`src/rtl/plate_frame_loader_if.sv`:
```
// -----------------------------------------------------------------------------
// plate_frame_loader_if
//
// Bundle of the character-stream, day-tick and frame-presentation signals
// exchanged between the plate frame loader and its neighbours.
//
//   slave  modport : the loader itself (accepts characters, presents frames)
//   master modport : the environment (character source + decision logic)
//
// Signals
//   char_in[3:0]  character code, 0-9 digits, 10-15 letters
//   char_valid    char_in valid this cycle
//   char_ready    loader can accept a character this cycle
//   day_tick      one-cycle pulse advancing the day of week
//   A..F[3:0]     frame characters 1..6 in arrival order
//   Dia[2:0]      day of week captured with the frame (1..7)
//   plate_valid   frame on A..F / Dia complete and stable
//   plate_ack     consumer has taken the frame
//   frame_drop    one-cycle pulse when a partial frame is abandoned
//   fmt_ok        format flag for the presented frame
// -----------------------------------------------------------------------------
interface plate_frame_loader_if;
    logic [3:0] char_in;
    logic       char_valid;
    logic       char_ready;
    logic       day_tick;
    logic [3:0] A;
    logic [3:0] B;
    logic [3:0] C;
    logic [3:0] D;
    logic [3:0] E;
    logic [3:0] F;
    logic [2:0] Dia;
    logic       plate_valid;
    logic       plate_ack;
    logic       frame_drop;
    logic       fmt_ok;

    modport slave (
        input  char_in, char_valid, day_tick, plate_ack,
        output char_ready, A, B, C, D, E, F, Dia, plate_valid, frame_drop, fmt_ok
    );

    modport master (
        output char_in, char_valid, day_tick, plate_ack,
        input  char_ready, A, B, C, D, E, F, Dia, plate_valid, frame_drop, fmt_ok
    );
endinterface

```
`src/rtl/plate_frame_loader.sv`:
```
// -----------------------------------------------------------------------------
// plate_frame_loader
//
// Assembles a six-character licence-plate frame from a serial 4-bit character
// stream and presents it, together with the current day of week, under a
// valid/ack handshake. A partial frame that sits idle for TIMEOUT cycles is
// abandoned with a one-cycle frame_drop pulse.
//
// Parameters
//   TIMEOUT  idle cycles allowed between characters of a partial frame
//
// Ports
//   clk   single clock, rising edge
//   rst   asynchronous active-high reset
//   bus   plate_frame_loader_if.slave (character stream, day tick,
//         frame outputs and handshake; see the interface file)
//
// Optional feature
//   PLATE_FORMAT_CHECK_EN  when defined, fmt_ok is computed on the capture
//                          edge; otherwise fmt_ok is tied to 1.
// -----------------------------------------------------------------------------
module plate_frame_loader #(
    parameter int TIMEOUT = 1000
) (
    input  logic                 clk,
    input  logic                 rst,
    plate_frame_loader_if.slave  bus
);

    localparam int CNT_W = $clog2(TIMEOUT + 1);

    typedef enum logic [1:0] {
        IDLE    = 2'd0,
        COLLECT = 2'd1,
        PRESENT = 2'd2
    } state_t;

    state_t              state_q, state_d;
    logic [2:0]          idx_q,   idx_d;
    logic [CNT_W-1:0]    cnt_q,   cnt_d;
    logic [5:0][3:0]     chr_q,   chr_d;
    logic [2:0]          day_q,   day_d;
    logic [2:0]          dia_q,   dia_d;
    logic                pv_q,    pv_d;
    logic                drop_q,  drop_d;

    logic                accept;
    logic                expire;

`ifdef PLATE_FORMAT_CHECK_EN
    logic                fmt_q,   fmt_d;

    function automatic logic is_letter(input logic [3:0] c);
        return (c > 4'd9);
    endfunction

    // Each pair must be homogeneous and the plate must not be all letters.
    function automatic logic fmt_check(input logic [5:0][3:0] f);
        logic pairs_ok;
        logic all_letters;
        pairs_ok    = (is_letter(f[0]) == is_letter(f[1])) &&
                      (is_letter(f[2]) == is_letter(f[3])) &&
                      (is_letter(f[4]) == is_letter(f[5]));
        all_letters = is_letter(f[0]) && is_letter(f[1]) && is_letter(f[2]) &&
                      is_letter(f[3]) && is_letter(f[4]) && is_letter(f[5]);
        return pairs_ok && !all_letters;
    endfunction
`endif

    // A character arriving on the expiry cycle is accepted, so expiry is
    // qualified with !accept.
    assign accept = bus.char_valid && (state_q != PRESENT);
    assign expire = (state_q == COLLECT) && !accept &&
                    (cnt_q == CNT_W'(TIMEOUT - 1));

    always_comb begin
        state_d = state_q;
        idx_d   = idx_q;
        cnt_d   = cnt_q;
        chr_d   = chr_q;
        dia_d   = dia_q;
        pv_d    = pv_q;
        drop_d  = 1'b0;
`ifdef PLATE_FORMAT_CHECK_EN
        fmt_d   = fmt_q;
`endif

        // Day counter runs in every state, 7 wraps to 1.
        day_d = day_q;
        if (bus.day_tick) begin
            day_d = (day_q == 3'd7) ? 3'd1 : day_q + 3'd1;
        end

        case (state_q)
            IDLE: begin
                if (accept) begin
                    chr_d[idx_q] = bus.char_in;
                    idx_d        = idx_q + 3'd1;
                    cnt_d        = '0;
                    state_d      = COLLECT;
                end
            end

            COLLECT: begin
                if (accept) begin
                    chr_d[idx_q] = bus.char_in;
                    cnt_d        = '0;
                    if (idx_q == 3'd5) begin
                        // Capture edge: Dia takes the pre-increment day.
                        state_d = PRESENT;
                        pv_d    = 1'b1;
                        dia_d   = day_q;
`ifdef PLATE_FORMAT_CHECK_EN
                        fmt_d   = fmt_check(chr_d);
`endif
                    end else begin
                        idx_d = idx_q + 3'd1;
                    end
                end else if (expire) begin
                    state_d = IDLE;
                    idx_d   = 3'd0;
                    cnt_d   = '0;
                    drop_d  = 1'b1;
                end else begin
                    cnt_d = cnt_q + CNT_W'(1);
                end
            end

            PRESENT: begin
                // A..F keep their values after the ack; only the index clears.
                if (bus.plate_ack) begin
                    state_d = IDLE;
                    idx_d   = 3'd0;
                    pv_d    = 1'b0;
`ifdef PLATE_FORMAT_CHECK_EN
                    fmt_d   = 1'b0;
`endif
                end
            end

            default: begin
                state_d = IDLE;
                idx_d   = 3'd0;
                cnt_d   = '0;
                pv_d    = 1'b0;
            end
        endcase
    end

    always_ff @(posedge clk or posedge rst) begin
        if (rst) begin
            state_q <= IDLE;
            idx_q   <= 3'd0;
            cnt_q   <= '0;
            chr_q   <= '0;
            day_q   <= 3'd1;
            dia_q   <= 3'd1;
            pv_q    <= 1'b0;
            drop_q  <= 1'b0;
        end else begin
            state_q <= state_d;
            idx_q   <= idx_d;
            cnt_q   <= cnt_d;
            chr_q   <= chr_d;
            day_q   <= day_d;
            dia_q   <= dia_d;
            pv_q    <= pv_d;
            drop_q  <= drop_d;
        end
    end

`ifdef PLATE_FORMAT_CHECK_EN
    always_ff @(posedge clk or posedge rst) begin
        if (rst) begin
            fmt_q <= 1'b0;
        end else begin
            fmt_q <= fmt_d;
        end
    end

    assign bus.fmt_ok = fmt_q;
`else
    assign bus.fmt_ok = 1'b1;
`endif

    // char_ready is a pure decode of the state register.
    assign bus.char_ready  = (state_q != PRESENT);
    assign bus.A           = chr_q[0];
    assign bus.B           = chr_q[1];
    assign bus.C           = chr_q[2];
    assign bus.D           = chr_q[3];
    assign bus.E           = chr_q[4];
    assign bus.F           = chr_q[5];
    assign bus.Dia         = dia_q;
    assign bus.plate_valid = pv_q;
    assign bus.frame_drop  = drop_q;

endmodule
```
`src/flat_wrapper.sv`:
```
// flat-port wrapper written by rule: the top's interface ports become plain ports
module plate_frame_loader_flat 
#(
    parameter int TIMEOUT = 1000
)
  (clk, rst, bus_char_in, bus_char_valid, bus_day_tick, bus_plate_ack, bus_char_ready, bus_A, bus_B, bus_C, bus_D, bus_E, bus_F, bus_Dia, bus_plate_valid, bus_frame_drop, bus_fmt_ok);
  plate_frame_loader_if bus_i ();
  input  logic clk;
  input  logic rst;
  input wire logic [$bits(bus_i.char_in)-1:0] bus_char_in;
  input wire logic [$bits(bus_i.char_valid)-1:0] bus_char_valid;
  input wire logic [$bits(bus_i.day_tick)-1:0] bus_day_tick;
  input wire logic [$bits(bus_i.plate_ack)-1:0] bus_plate_ack;
  output wire logic [$bits(bus_i.char_ready)-1:0] bus_char_ready;
  output wire logic [$bits(bus_i.A)-1:0] bus_A;
  output wire logic [$bits(bus_i.B)-1:0] bus_B;
  output wire logic [$bits(bus_i.C)-1:0] bus_C;
  output wire logic [$bits(bus_i.D)-1:0] bus_D;
  output wire logic [$bits(bus_i.E)-1:0] bus_E;
  output wire logic [$bits(bus_i.F)-1:0] bus_F;
  output wire logic [$bits(bus_i.Dia)-1:0] bus_Dia;
  output wire logic [$bits(bus_i.plate_valid)-1:0] bus_plate_valid;
  output wire logic [$bits(bus_i.frame_drop)-1:0] bus_frame_drop;
  output wire logic [$bits(bus_i.fmt_ok)-1:0] bus_fmt_ok;
  assign bus_i.char_in = bus_char_in;
  assign bus_i.char_valid = bus_char_valid;
  assign bus_i.day_tick = bus_day_tick;
  assign bus_i.plate_ack = bus_plate_ack;
  assign bus_char_ready = bus_i.char_ready;
  assign bus_A = bus_i.A;
  assign bus_B = bus_i.B;
  assign bus_C = bus_i.C;
  assign bus_D = bus_i.D;
  assign bus_E = bus_i.E;
  assign bus_F = bus_i.F;
  assign bus_Dia = bus_i.Dia;
  assign bus_plate_valid = bus_i.plate_valid;
  assign bus_frame_drop = bus_i.frame_drop;
  assign bus_fmt_ok = bus_i.fmt_ok;
  plate_frame_loader #(.TIMEOUT(TIMEOUT)) u_core (.clk(clk), .rst(rst), .bus(bus_i));
endmodule
```
`config.mk`:
```
export PLATFORM = sky130hd
export DESIGN_NAME = plate_frame_loader_flat
export DESIGN_NICKNAME = d
export VERILOG_FILES = /design/src/rtl/plate_frame_loader_if.sv /design/src/rtl/plate_frame_loader.sv /design/src/flat_wrapper.sv
export SDC_FILE = /design/constraint.sdc
export NUM_CORES = 1
export LEC_CHECK = 0
export CORE_MARGIN = 10
export CORE_UTILIZATION = 47
export DETAILED_ROUTE_END_ITERATION = 12
export HOLD_SLACK_MARGIN = 0.02
export MAX_ROUTING_LAYER = met4
export PLACE_DENSITY = 0.81
export RECOVER_POWER = 100
export SYNTH_ARGS = -nofsm -noshare
export SYNTH_HDL_FRONTEND = slang
export SYNTH_SLANG_ARGS = --single-unit
```
`constraint.sdc`:
```
create_clock -name clk -period 1.6 [get_ports clk]
set_input_delay 0.4 -clock clk [delete_from_list [all_inputs] [get_ports clk]]
set_output_delay 0.4 -clock clk [all_outputs]
set_load 0.005 [all_outputs]
```
==> impl_metrics.tcl, run 1 <==
set metrics [dict create \
    async_reset_ff_frac 1.00 \
    cap_violations 0 \
    dieHeight_um 87.9 \
    final_cells 287 \
    portBuffers 38 \
    drt-met1-wl_mm 2.14 \
    critPathMaxFanout 2 \
    vias_per_cell 5.34 \
    fin_nets 248 \
    cp.depth 1 \
    ys_seq_area_frac 0.544 \
    gr-total-overflow 0 \
    antenna_found_initial 0 \
    power_frac_seq 0.405 \
    synth_top_area_share 0.519 \
    clockBufferDepth 2 \
    start_util 0.491 \
    rows 24 \
    p_sw_frac 0.313 \
    hpwl_mm 3.25 \
    drtIter0Drc 134 \
    layout.cells.most_common_list "dfrtp_1 (44), mux2_2 (27), buf_4 (19)" \
    period_share 0.976 \
    rsz0062_at_grt "no" \
    vdd_drop_max_mv 1.01 \
    avgSynthCellArea_um2 12.7 \
    dpl.cell_count 272 \
    stdcell_area_um2 2900 \
    ff2ff_path_depth 6 \
    via_count 1532 \
    drt_pass1_iterations 4 \
    outcome "complete, no violations" \
    dr.max_layer_used "met4" \
    synth_fp_nets 185 \
    combPwrFrac 0.413 \
    syn_area_um2 2170 \
    yosysUniqueCellTypes 41 \
    setup_slack_ns 0.0379 \
    worstPathRequired_ns 1.20 \
    critPathSlowestCell "clkdlybuf4s50_1" \
    crit_family "buffers and inverters" \
    antenna_cells 0 \
    setup_viol 0 \
    fin_skew_ns 0.0141 \
    grt_max_degree 48 \
    rrSetupSlack_ns 0.04 \
    hold_viol 0 \
    clkLatencyLatePin_ns 0.31 \
    final_common_cell "dfrtp_1" \
    path_buf_inv 1 \
    fmax_mhz 640 \
    grt_pass1_wl_mm 6.99 \
    min_period_ns 1.56 \
    wl_per_cell_um 16.2 \
    grt_pass1_vias 1419 \
    wl_mm 4.65 \
    track_usage 0.117 \
    placed_area_um2 2710 \
    p_sw_uw 1520 \
    cts_tree "yes" \
    gp_congestion 0.812 \
    critical_path_class "register to output port" \
    core_um2 4410 \
    p_int_uw 3340 \
    startpoint_type "register" \
    clkPwrFrac 0.182 \
    fp.dieW_um 87.9 \
    cts-root-buf "clkbuf_8" \
    ys_top_cells_by_area "dfrtp_1 (52%), mux2_2 (15%), nor2_1 (3.1%), ha_1 (2.9%), xor2_1 (2.8%)" \
    power_leakage_uw 0.00126 \
    slew_viol_final 0 \
    dp_worst_setup_slack_ns -0.394 \
    worst_setup_path_end_kind "output port" \
    synth_enable_flop_cells 0 \
    post-route-drc-count 0 \
    yosys_warnings 0 \
    htree_levels 2 \
    dr_wl_met2_mm 2.17 \
    power_density_nw_per_um2 1680 \
    slowest_delay_ns 0.51 \
    synth_top_flop_cell "dfrtp_1" \
    cp_data_arrival_time_ns 1.16 \
    path_cells "clkdlybuf4s50_1" \
    dieArea_um2 7730 \
    numCtsBuffers 5 \
    synth_top_area_cell "dfrtp_1" \
    power_uw 4870 \
    ys_ff_latch 47 \
    areaGrowthSynthToFinish_pct 33.8 \
    route.met3.wl_um 262 \
    cts_sinks 47 \
    ant_nets 0 \
    ios 40 \
    drive_gt1_frac 0.319 \
    path_clk_slew_ns 0.10 \
    hold_class "register to register" \
    syn_inst 171 \
    min_path_cells 1 \
]
-- layout make-up --
cell class	instances	area, um2
sequential	47	1180
multi-input combinational	114	962
clock inverter	3	46.3
tap	52	65.1
timing repair buffer	63	564
clock buffer	5	68.8
inverter	3	13.8
fill	328	1510
-- cell families after synthesis --
family          synth area share
simple gates               0.144
compound gates            0.0779
other cells              0.00173
buf+inv                   0.0300
xor+xnor                  0.0283
mux                        0.145
fa+ha+maj                 0.0289
flops                      0.544
-- flip-flops by register name, indices dropped and copies added (netlist names), 3 cells and up --
signal / count
u_core.cnt_q: 10
u_core.bus.A: 4
u_core.bus.B: 4
u_core.bus.C: 4
u_core.bus.D: 4
u_core.bus.E: 4
u_core.bus.F: 4
u_core.bus.Dia: 3
u_core.day_q: 3
u_core.idx_q: 3
-- per-stage QoR --
step / utilization / hold WS (ns) / setup TNS (ns)
global route: 0.657 / 0.529 / 0
floorplan: - / 0.477 / 0
global placement: 0.613 / 0.488 / -12.12
finish: 0.657 / 0.512 / 0
detailed placement: 0.613 / 0.495 / -12.53
CTS: 0.651 / 0.448 / -0.00823
-- synthesized netlist by cell type (2+ instances only) --
library cell / count
dfrtp_1: 45
mux2_2: 28
nor2_1: 18
nand2_1: 7
xor2_1: 7
ha_1: 5
o21ai_0: 5
a21oi_1: 4
and3_1: 4
nand3_1: 4
buf_4: 3
o2111ai_1: 3
and4_1: 2
buf_6: 2
dfstp_2: 2
inv_1: 2
nor3_1: 2
nor4_4: 2
o211ai_1: 2
o22ai_1: 2
o31ai_1: 2
-- what timing repair did --
action	4_1_cts	5_1_grt
hold endpoints to repair	0	0
setup buffers	4	3
hold buffers	0	0
resized for setup	14	26
pin swaps	2	3
endpoints found under the setup margin	27	44
-- final timing paths --
kind                                          startpoint                             to
setup / recovery             u_core.bus.A[2]$_DFFE_PP0P_                       bus_A[2]
hold / removal               u_core.bus.E[0]$_DFFE_PP0P_    u_core.bus.E[0]$_DFFE_PP0P_
setup reg to reg           u_core.state_q[1]$_DFFE_PP0P_  u_core.bus.Dia[2]$_DFFE_PP0P_
hold reg to reg              u_core.bus.E[0]$_DFFE_PP0P_    u_core.bus.E[0]$_DFFE_PP0P_
max in group asynchronous                            rst    u_core.day_q[0]$_DFFE_PP1P_
min in group asynchronous                            rst    u_core.bus.E[3]$_DFFE_PP0P_
-- power groups by stage --
stage	Sequential (uW)	Clock, uW	Combinational (uW)
after detailed placement	2000	0	2010
after global routing	2030	954	2180
after floorplan	1970	0	957
final	1970	886	2010
after global placement	1980	0	1950
after CTS	1970	910	2060
-- worst register-to-register path, delay by kind of cell, from the launching register on --
| kind | cells | cell delay [ns] |
|---|---|---|
| and+or+nand+nor | 2 | 0.27 |
| buffers and inverters | 3 | 0.43 |
| DFF | 1 | 0.41 |
| muxes | 1 | 0.32 |
-- layer usage --
metal,GRT usage,up-vias
met4,0.0493,0
met2,0.168,38
li1,-,742
met5,-,-
met3,0.0325,8
met1,0.152,744
No activity file was read; power rests on OpenSTA's default activity.
==> run 2: changes to the inputs <==
- CTS_BUF_LIST: default -> sky130_fd_sc_hd__clkbuf_4 sky130_fd_sc_hd__clkbuf_8 sky130_fd_sc_hd__clkbuf_16
==> results of run 2 <==
No change in the layout: final DEF, timing and power equal those of run 1.
==> run 3: changes to the inputs <==
- CELL_PAD_IN_SITES_DETAIL_PLACEMENT: default -> 2
- CELL_PAD_IN_SITES_GLOBAL_PLACEMENT: default -> 2
- CORE_UTILIZATION: 47 -> 31
- CTS_CLUSTER_SIZE: default -> 14
- PLACE_DENSITY: 0.81 -> 0.8
==> impl_metrics.tcl, run 3 (synthesis gave the netlist of run 1 again) <==
set metrics [dict create \
    outcome "complete, but fails checks" \
    violations "negative setup slack" \
    crit-reg2reg-launch "u_core.state_q[1]$_DFFE_PP0P_" \
    drt_pass1_iterations 4 \
    setup_slack_ns -0.0535 \
    path_buf_inv 1 \
    rows 30 \
    p_int_uw 3470 \
    clkLatencyLatePin_ns 0.31 \
    stdcell_area_um2 3090 \
    startpoint_type "register" \
    path_cells "clkdlybuf4s50_1" \
    areaGrowthSynthToFinish_pct 42.4 \
    numCtsBuffers 5 \
    critPathMaxFanout 2 \
    min_period_ns 1.65 \
    htree_levels 2 \
    crit_family "buffers and inverters" \
    slew_headroom 0.566 \
    path_clk_slew_ns 0.11 \
    post-route-drc-count 0 \
    clkPwrFrac 0.170 \
    worst_setup_path_end_kind "output port" \
    min_path_cells 1 \
    grt_pass1_wl_mm 10.4 \
    slew_viol_final 0 \
    hold_path_end "u_core.bus.Dia[1]$_DFFE_PP0P_" \
    final_cells 338 \
    power_leakage_uw 0.00149 \
    largest_register_ffs 10 \
    fmax_mhz 605 \
    r2r-end "u_core.cnt_q[2]$_DFFE_PP0P_" \
    setup_viol 4 \
    rsz0062_at_grt "yes" \
    fin_skew_ns 0.0193 \
    antenna_cells 0 \
    cts_tree "yes" \
    power_density_nw_per_um2 1700 \
    grt_pass1_vias 1856 \
    power_frac_seq 0.386 \
    period_share 1.03 \
    p_sw_frac 0.339 \
    antenna_found_initial 0 \
    fin_nets 256 \
    wl_per_cell_um 21.4 \
    critPathSlowestCell "clkdlybuf4s50_1" \
    slowest_delay_ns 0.53 \
    drive_gt1_frac 0.388 \
    hold_viol 0 \
    layout.cells.most_common_list "dfrtp_1 (42), buf_4 (29), mux2_2 (24)" \
    via_count 1649 \
    track_usage 0.122 \
    start_util 0.319 \
    placed_area_um2 2770 \
    ios 40 \
    hold_class "register to register" \
    hold_slack_ns 0.512 \
    dieArea_um2 10700 \
    gp_congestion 0.756 \
    p_sw_uw 1780 \
    gr-total-overflow 0 \
    grt_max_degree 48 \
    rrSetupSlack_ns -0.01 \
    ff2ff_path_depth 7 \
    critical_path_class "register to output port" \
    clockBufferDepth 2 \
    hp-start "u_core.bus.Dia[1]$_DFFE_PP0P_" \
    ant_nets 0 \
    cts_sinks 47 \
    worstPathRequired_ns 1.20 \
    vias_per_cell 4.88 \
    cp_data_arrival_time_ns 1.25 \
    portBuffers 38 \
    wl_mm 7.23 \
    top_register "u_core.cnt_q" \
    fp.dieW_um 104 \
    worst_slew_pin_slew_ns 0.651 \
    cts-root-buf "clkbuf_8" \
    cap_violations 0 \
    drtIter0Drc 63 \
    combPwrFrac 0.444 \
    core_um2 6790 \
    final_common_cell "dfrtp_1" \
    vdd_drop_max_mv 0.642 \
    hpwl_mm 4.42 \
    dieHeight_um 104 \
    dpl.cell_count 317 \
]
==> run 3: layout make-up <==
type                       instances  area (um2)
clock buffer                       5        68.8
clock inverter                     2        37.5
fill                             684        3710
inverter                           3        11.3
multi-input combinational        114         995
sequential                        47        1180
tap                               96         120
timing repair buffer              71         672
==> run 3: layer usage <==
layer | vias up | track usage | share of wire | wire [um]
met3 | 2 | 0.0204 | 0.025 | 178
li1 | 748 | - | - | -
met4 | 0 | 0.0363 | 0.0057 | 41
met5 | - | - | 0 | 0
met1 | 875 | 0.152 | 0.44 | 3200
met2 | 24 | 0.197 | 0.53 | 3810
==> run 3: stage by stage <==
stage	setup slack (ns)	TNS, ns	power (uW)	util
floorplan	0.00374	0	2920	-
detailed placement	-0.398	-13.32	4100	0.408
global placement	-0.329	-11.32	3970	0.408
global route	-0.0802	-0.520	5580	0.454
CTS	0.000799	0	5030	0.431
finish	-0.0535	-0.0815	5250	0.454
==> run 3: worst max-delay path by stage <==
stage                                      startpoint                       endpoint  cells past startpoint
after CTS                 u_core.bus.E[1]$_DFFE_PP0P_                       bus_E[1]                      1
after global routing      u_core.bus.A[3]$_DFFE_PP0P_                       bus_A[3]                      1
after detailed placement               bus_char_valid    u_core.bus.D[0]$_DFFE_PP0P_                      6
after floorplan           u_core.idx_q[1]$_DFFE_PP0P_  u_core.bus.Dia[1]$_DFFE_PP0P_                      5
final                     u_core.bus.A[3]$_DFFE_PP0P_                       bus_A[3]                      1
after global placement                 bus_char_valid    u_core.bus.B[1]$_DFFE_PP0P_                      6
==> run 3: power groups by stage <==
| stage | registers, uW | clock network, uW | logic [uW] |
|---|---|---|---|
| 2_1_floorplan | 1970 | 0 | 957 |
| 3_3_place_gp | 1990 | 0 | 1980 |
| 3_5_place_dp | 2030 | 0 | 2070 |
| 4_1_cts | 2000 | 902 | 2130 |
| 5_1_grt | 2090 | 964 | 2530 |
| 6_report | 2030 | 892 | 2330 |
==> run 3: repair_timing <==
action / in CTS / in global routing
pin swaps: 2 / 4
hold buffers: 0 / 0
gates resized for setup: 23 / 29
setup endpoints to repair: 38 / 30
hold endpoints to repair: 0 / 0
cloned: 0 / 0
buffers inserted: 3 / 11
